===== src/rtl/dmem_pkg.sv =====
// dmem_pkg -- shared constants, FSM state type and parity helper for the
// dmem_ctrl data memory.
// Optional feature macro: DMEM_PARITY_EN (per-byte even parity storage/check).
package dmem_pkg;

    // Encoding of the active-low write select on the request port.
    localparam logic WR_N_WRITE = 1'b0;
    localparam logic WR_N_READ  = 1'b1;

    // Legal read-latency range.
    localparam int RD_LAT_MIN = 1;
    localparam int RD_LAT_MAX = 3;

    typedef enum logic {
        INIT = 1'b0,
        RUN  = 1'b1
    } dmem_state_e;

    // Even parity bit for one byte: data plus parity has an even number of ones.
    function automatic logic byte_par(input logic [7:0] b);
        return ^b;
    endfunction

endpackage


===== src/rtl/dmem_array.sv =====
// dmem_array -- storage for dmem_ctrl: 2**ADDR_W words of DATA_W bits with
// per-byte-lane write enables and an asynchronous (combinational) read.
// Optional feature macro: DMEM_PARITY_EN adds one stored parity bit per lane.
// Ports:
//   clk_i    clock, writes on rising edge
//   we_i     per-lane write enables
//   addr_i   shared read/write word address (single port)
//   wdata_i  write data
//   rdata_o  read data of word addr_i
//   wpar_i   per-lane parity bits to store   (DMEM_PARITY_EN only)
//   rpar_o   stored parity bits of word addr_i (DMEM_PARITY_EN only)
module dmem_array
    import dmem_pkg::*;
#(
    parameter int DATA_W = 8,
    parameter int ADDR_W = 8,
    parameter int BE_W   = DATA_W / 8
) (
    input  logic              clk_i,
    input  logic [BE_W-1:0]   we_i,
    input  logic [ADDR_W-1:0] addr_i,
    input  logic [DATA_W-1:0] wdata_i,
    output logic [DATA_W-1:0] rdata_o
`ifdef DMEM_PARITY_EN
    ,
    input  logic [BE_W-1:0]   wpar_i,
    output logic [BE_W-1:0]   rpar_o
`endif
);

    localparam int DEPTH = 2 ** ADDR_W;

    // Storage has no reset; contents are defined only by writes (or the
    // controller's clear sequence).
    logic [DATA_W-1:0] mem_q [DEPTH];

    always_ff @(posedge clk_i) begin
        for (int i = 0; i < BE_W; i++) begin
            if (we_i[i]) mem_q[addr_i][8*i +: 8] <= wdata_i[8*i +: 8];
        end
    end

    assign rdata_o = mem_q[addr_i];

`ifdef DMEM_PARITY_EN
    logic [BE_W-1:0] par_q [DEPTH];

    always_ff @(posedge clk_i) begin
        for (int i = 0; i < BE_W; i++) begin
            if (we_i[i]) par_q[addr_i][i] <= wpar_i[i];
        end
    end

    assign rpar_o = par_q[addr_i];
`endif

endmodule


===== src/rtl/dmem_ctrl.sv =====
// dmem_ctrl -- parametrised data memory controller: valid/ready request port,
// per-byte write enables, pipelined read of RD_LAT cycles and an optional
// zero-fill of the whole array after reset.
// Optional feature macro: DMEM_PARITY_EN (per-lane parity, err_inject, rsp_perr).
// Ports:
//   clk, rst_n           clock / synchronous active-low reset
//   req_valid/req_ready  request handshake (ready only in RUN)
//   req_wr_n             0 = write, 1 = read
//   req_addr, req_wdata  word address / write data
//   req_be               byte-lane write enables
//   err_inject           store inverted parity on writes (parity build only)
//   rsp_valid            one-cycle pulse per accepted read, RD_LAT after accept
//   rsp_rdata            read data, held while rsp_valid=0
//   rsp_perr             parity error, qualified by rsp_valid
//   init_done            clear sequence finished (FSM in RUN)
module dmem_ctrl
    import dmem_pkg::*;
#(
    parameter  int DATA_W     = 8,
    parameter  int ADDR_W     = 8,
    parameter  int RD_LAT     = 1,
    parameter  int INIT_CLEAR = 1,
    localparam int BE_W       = DATA_W / 8
) (
    input  logic              clk,
    input  logic              rst_n,
    input  logic              req_valid,
    output logic              req_ready,
    input  logic              req_wr_n,
    input  logic [ADDR_W-1:0] req_addr,
    input  logic [DATA_W-1:0] req_wdata,
    input  logic [BE_W-1:0]   req_be,
    input  logic              err_inject,
    output logic              rsp_valid,
    output logic [DATA_W-1:0] rsp_rdata,
    output logic              rsp_perr,
    output logic              init_done
);

    localparam int             DEPTH    = 2 ** ADDR_W;
    localparam int             PW       = DATA_W + 1;  // {perr, data}
    localparam logic [ADDR_W:0] CNT_LAST = (ADDR_W + 1)'(DEPTH - 1);

    if (RD_LAT < RD_LAT_MIN || RD_LAT > RD_LAT_MAX) begin : g_bad_rd_lat
        $error("dmem_ctrl: RD_LAT must be in 1..3");
    end
    if (DATA_W <= 0 || DATA_W % 8 != 0) begin : g_bad_data_w
        $error("dmem_ctrl: DATA_W must be a positive multiple of 8");
    end

    // ---------------- FSM and clear counter ----------------
    dmem_state_e     state_q, state_d;
    logic [ADDR_W:0] cnt_q, cnt_d;
    logic            clr_we;

    always_ff @(posedge clk) begin
        if (!rst_n) begin
            state_q <= (INIT_CLEAR != 0) ? INIT : RUN;
            cnt_q   <= '0;
        end else begin
            state_q <= state_d;
            cnt_q   <= cnt_d;
        end
    end

    always_comb begin
        state_d = state_q;
        cnt_d   = cnt_q;
        clr_we  = 1'b0;
        case (state_q)
            INIT: begin
                // Clear writes are suppressed while reset is held so the
                // sweep always starts cleanly from word 0 on release.
                clr_we = rst_n;
                cnt_d  = cnt_q + 1'b1;
                if (cnt_q == CNT_LAST) state_d = RUN;
            end
            default: state_d = state_q;
        endcase
    end

    // Ready is masked by rst_n so a reset cycle never accepts a request,
    // including with INIT_CLEAR=0 where reset lands directly in RUN.
    assign req_ready = (state_q == RUN) && rst_n;
    assign init_done = req_ready;

    logic acc, wr_acc, rd_acc;
    assign acc    = req_valid && req_ready;
    assign wr_acc = acc && (req_wr_n == WR_N_WRITE);
    assign rd_acc = acc && (req_wr_n == WR_N_READ);

    // ---------------- array port mux ----------------
    logic [BE_W-1:0]   arr_we;
    logic [ADDR_W-1:0] arr_addr;
    logic [DATA_W-1:0] arr_wdata, arr_rdata;
    logic              rd_perr;

    assign arr_we    = clr_we ? '1 : (wr_acc ? req_be : '0);
    assign arr_addr  = (state_q == INIT) ? cnt_q[ADDR_W-1:0] : req_addr;
    assign arr_wdata = clr_we ? '0 : req_wdata;

`ifdef DMEM_PARITY_EN
    logic [BE_W-1:0] arr_wpar, arr_rpar, rd_par;

    always_comb begin
        arr_wpar = '0;
        rd_par   = '0;
        for (int i = 0; i < BE_W; i++) begin
            arr_wpar[i] = clr_we ? 1'b0 : (byte_par(req_wdata[8*i +: 8]) ^ err_inject);
            rd_par[i]   = byte_par(arr_rdata[8*i +: 8]);
        end
    end
    assign rd_perr = |(arr_rpar ^ rd_par);

    dmem_array #(.DATA_W(DATA_W), .ADDR_W(ADDR_W), .BE_W(BE_W)) u_array (
        .clk_i   (clk),
        .we_i    (arr_we),
        .addr_i  (arr_addr),
        .wdata_i (arr_wdata),
        .rdata_o (arr_rdata),
        .wpar_i  (arr_wpar),
        .rpar_o  (arr_rpar)
    );
`else
    logic unused_err_inject;
    assign unused_err_inject = err_inject;
    assign rd_perr           = 1'b0;

    dmem_array #(.DATA_W(DATA_W), .ADDR_W(ADDR_W), .BE_W(BE_W)) u_array (
        .clk_i   (clk),
        .we_i    (arr_we),
        .addr_i  (arr_addr),
        .wdata_i (arr_wdata),
        .rdata_o (arr_rdata)
    );
`endif

    // ---------------- read pipeline ----------------
    // Stage 0 captures the array at the acceptance edge; the last stage is the
    // output register. Each stage only loads when its input is valid, which
    // makes the output hold its value between responses.
    logic [RD_LAT-1:0]         vld_pipe_q, vld_pipe_d;
    logic [RD_LAT-1:0][PW-1:0] dat_pipe_q, dat_pipe_d;

    always_comb begin
        vld_pipe_d    = '0;
        dat_pipe_d    = dat_pipe_q;
        vld_pipe_d[0] = rd_acc;
        if (rd_acc) dat_pipe_d[0] = {rd_perr, arr_rdata};
        for (int k = 1; k < RD_LAT; k++) begin
            vld_pipe_d[k] = vld_pipe_q[k-1];
            if (vld_pipe_q[k-1]) dat_pipe_d[k] = dat_pipe_q[k-1];
        end
    end

    always_ff @(posedge clk) begin
        if (!rst_n) begin
            vld_pipe_q <= '0;
            dat_pipe_q <= '0;
        end else begin
            vld_pipe_q <= vld_pipe_d;
            dat_pipe_q <= dat_pipe_d;
        end
    end

    assign rsp_valid = vld_pipe_q[RD_LAT-1];
    assign rsp_rdata = dat_pipe_q[RD_LAT-1][DATA_W-1:0];
    assign rsp_perr  = rsp_valid && dat_pipe_q[RD_LAT-1][DATA_W];

endmodule


===== config.mk =====
export PLATFORM = sky130hd
export DESIGN_NAME = dmem_ctrl
export DESIGN_NICKNAME = d
export VERILOG_FILES = /design/src/rtl/dmem_pkg.sv /design/src/rtl/dmem_array.sv /design/src/rtl/dmem_ctrl.sv
export SDC_FILE = /design/constraint.sdc
export NUM_CORES = 2
export LEC_CHECK = 0
export CAP_MARGIN = 20
export CELL_PAD_IN_SITES_DETAIL_PLACEMENT = 0
export CELL_PAD_IN_SITES_GLOBAL_PLACEMENT = 1
export CORE_UTILIZATION = 53
export CTS_BUF_LIST = sky130_fd_sc_hd__clkbuf_2
export CTS_CLUSTER_DIAMETER = 80
export DETAILED_ROUTE_END_ITERATION = 8
export PLACE_DENSITY_LB_ADDON = 0.1
export SYNTH_ARGS = -nofsm -noshare
export SYNTH_HDL_FRONTEND = slang
export SYNTH_SLANG_ARGS = --single-unit

===== constraint.sdc =====
create_clock -name clk -period 5.3 [get_ports clk]
set_input_delay 1.06 -clock clk [delete_from_list [all_inputs] [get_ports clk]]
set_output_delay 1.06 -clock clk [all_outputs]
set_load 0.02 [all_outputs]

==> impl_metrics.toml <==
[status]
status = "complete, no violations"

[clock_network]
cts_buffers = 495
clk_pin_slew_worst_paths_ns = 0.12
cts_tree = "done"
h-tree-depth = 5
cts.path.max_buffers = 4
cts_root_buffer = "clkbuf_2"
post_cts.repair.setup_buffers = 0
numClockSinks = 2067
clock_latency_ns = 1.84
cts_resized = 0

[final_layout]
final_common_cell = "edfxtp_1"
fin_area_um2 = 88600
layout.cells.non_filler = 6786
final_nets = 4429
drive_gt1_share_pct = 32.0
final_cell_mix = "edfxtp_1 (2048), clkbuf_2 (694), mux4_2 (464)"
area_growth_pct = 11.3

[critical_path]
crit_fanout = 31
crit_slowest_cell = "clkdlybuf4s50_1"
slowest_delay_ns = 0.62
crit_arrival_ns = 3.58
crit_type = "register to output pin"
cp-end-kind = "output pin"
worstPathRequired_ns = 4.24
worstPathCellList = "buf_4, and2_1, clkdlybuf4s50_1"
cp-start-kind = "register"

[sta]
grt_setup_unrepaired = "false"
fmax_mhz = 216
finalWorstSetupSlack_ns = 0.660
slew_headroom_pct = 19.8
finalHoldViolations = 0
setup_viol = 0
period_share_pct = 87.5
fin_crit_ns = 4.64
skew_ns = 0.124
setup_tns_ns = 0
worst_slew_pin_slew_ns = 1.20
slew_viol_final = 0

[yosys]
synth_nets = 3829
ys_ff_latch = 2067
synth_area_per_cell_um2 = 20.9
async_reset_ff_share_pct = 0
ys_types = 47
syn_inst = 3805
yosysWarnings = 0
ys_seq_area_share_pct = 77.7
synth_edf_count = 2048
ys.flop_type = "edfxtp_1"
netlist_area_um2 = 79600

[detailed_routing]
postRouteAntennaNets = 0
drtPass1Iterations = 5
wl_mm = 201
first_iter_violations = 4232
post_drt_wl_per_cell_um = 29.6
drc = 0
vias = 41460
routed_via_density = 6.11

[floorplanning]
placementRows = 141
fp.dieH_um = 390
die_w_um = 390
design.core.area_um2 = 148000
die-area_um2 = 152000
pin_count = 34
start_util_pct = 53.7

[grt]
antenna_found_initial = 6
grt_use_total_pct = 26.7
grt_pass1_vias = 42800
grt_max_degree = 148
grt_overflow = 0
grt_pass1_wl_mm = 290

[job]
cap_viol_max_count = 0

[placement]
gp_congestion = 0.871
dp.cells = 5905
pre_cts_slack_ns = 0.244
place_area_um2 = 84300
io_buffers = 31
post-dp-hpwl_mm = 123

[min_path]
hold_path_class = "primary input to register"

[power_and_ir_drop]
power.density_nw_per_um2 = 335
p_leak_nw = 26.8
irDropWorstVdd_mv = 0.180
[through the flow]
stage          power [mW]  utilization [%]  hold slack [ns]
6_report             29.7             59.7            0.271
5_1_grt              30.8             59.7            0.144
4_1_cts              29.9             59.7           0.0439
3_5_place_dp         20.2             56.8            0.558
3_3_place_gp         20.2             56.8            0.557
2_1_floorplan        19.5                -            0.502
[synthesized netlist by cell type (all sizes together) (16+ instances only)]
master | instances | area share [%]
a21oi | 152 | 0.96
a22oi | 160 | 1.5
a41oi | 24 | 0.26
and2 | 17 | 0.13
buf | 117 | 0.91
clkbuf | 127 | 0.60
dfxtp | 19 | 0.48
edfxtp | 2048 | 77
mux2i | 99 | 1.2
mux4 | 464 | 13
nand2 | 123 | 0.58
nand3 | 17 | 0.11
nor2 | 242 | 1.1
nor3 | 26 | 0.16
o21ai | 16 | 0.11
o22ai | 49 | 0.39
o41ai | 30 | 0.35
[critical path: cells and delay by family, from the launching register on]
| kind | cells | cell delay (ns) |
|---|---|---|
| buffers and inverters | 2 | 1.02 |
| flip-flops | 1 | 0.51 |
| AND/OR/NAND/NOR | 1 | 0.23 |
[logic make-up (layout without fill, tap and decap cells)]
family,Yosys count,in the layout,synth area share [%]
multiplexers,565,565,14.4
AND/OR/NAND/NOR,465,465,2.46
other,1,7,0.00471
buffers and inverters,249,1222,1.54
adder cells (fa/ha/maj),2,2,0.0314
AO/OA/AOI/OAI,450,450,3.77
XOR/XNOR,6,6,0.0660
flip-flops,2067,2067,77.7
[final timing paths]
path / from / to / slack (ns) / depth (start not counted)
worst min register to register: cnt_q[8] / cnt_q[8] / 0.59 / 3
worst max-delay path: state_q / init_done / 0.66 / 3
worst min-delay path: req_wdata[0] / u_array.mem_q[166][0] / 0.27 / 2
worst max register to register: state_q / dat_pipe_q[7] / 1.20 / 10
[flip-flops by register name, indices dropped and copies added, names as in the netlist]
| name | flops |
|---|---|
| u_array.mem_q | 2048 |
| cnt_q | 9 |
| dat_pipe_q | 8 |
| rsp_valid | 1 |
| state_q | 1 |
[timing repair]
action	CTS	global route
endpoints found under the setup margin	0	0
hold endpoints to repair	62	3
hold buffers	3	1
[final cells by class]
| class | instances | area, um^2 |
|---|---|---|
| multi-input combinational | 1489 | 16600 |
| sequential | 2067 | 61900 |
| timing repair buffer | 347 | 3310 |
| tap | 2002 | 2500 |
| inverter | 5 | 18.8 |
| fill | 10937 | 59700 |
| clock buffer | 694 | 3470 |
| antenna | 6 | 15.0 |
| clock inverter | 176 | 798 |
[metal layers]
layer	part of all wire (%)	global-route usage (%)
met1	40	36.7
met3	8.0	5.72
met5	0	0
met2	49	42.4
met4	3.2	10.1
[report_power, final]
part	leakage, nW	switching (mW)	internal (mW)
Clock	3.27	6.11	3.73
Sequential	17.4	0.00604	17.9
Combinational	6.09	1.13	0.751
Note: power is estimated with default switching activity, not from simulation.
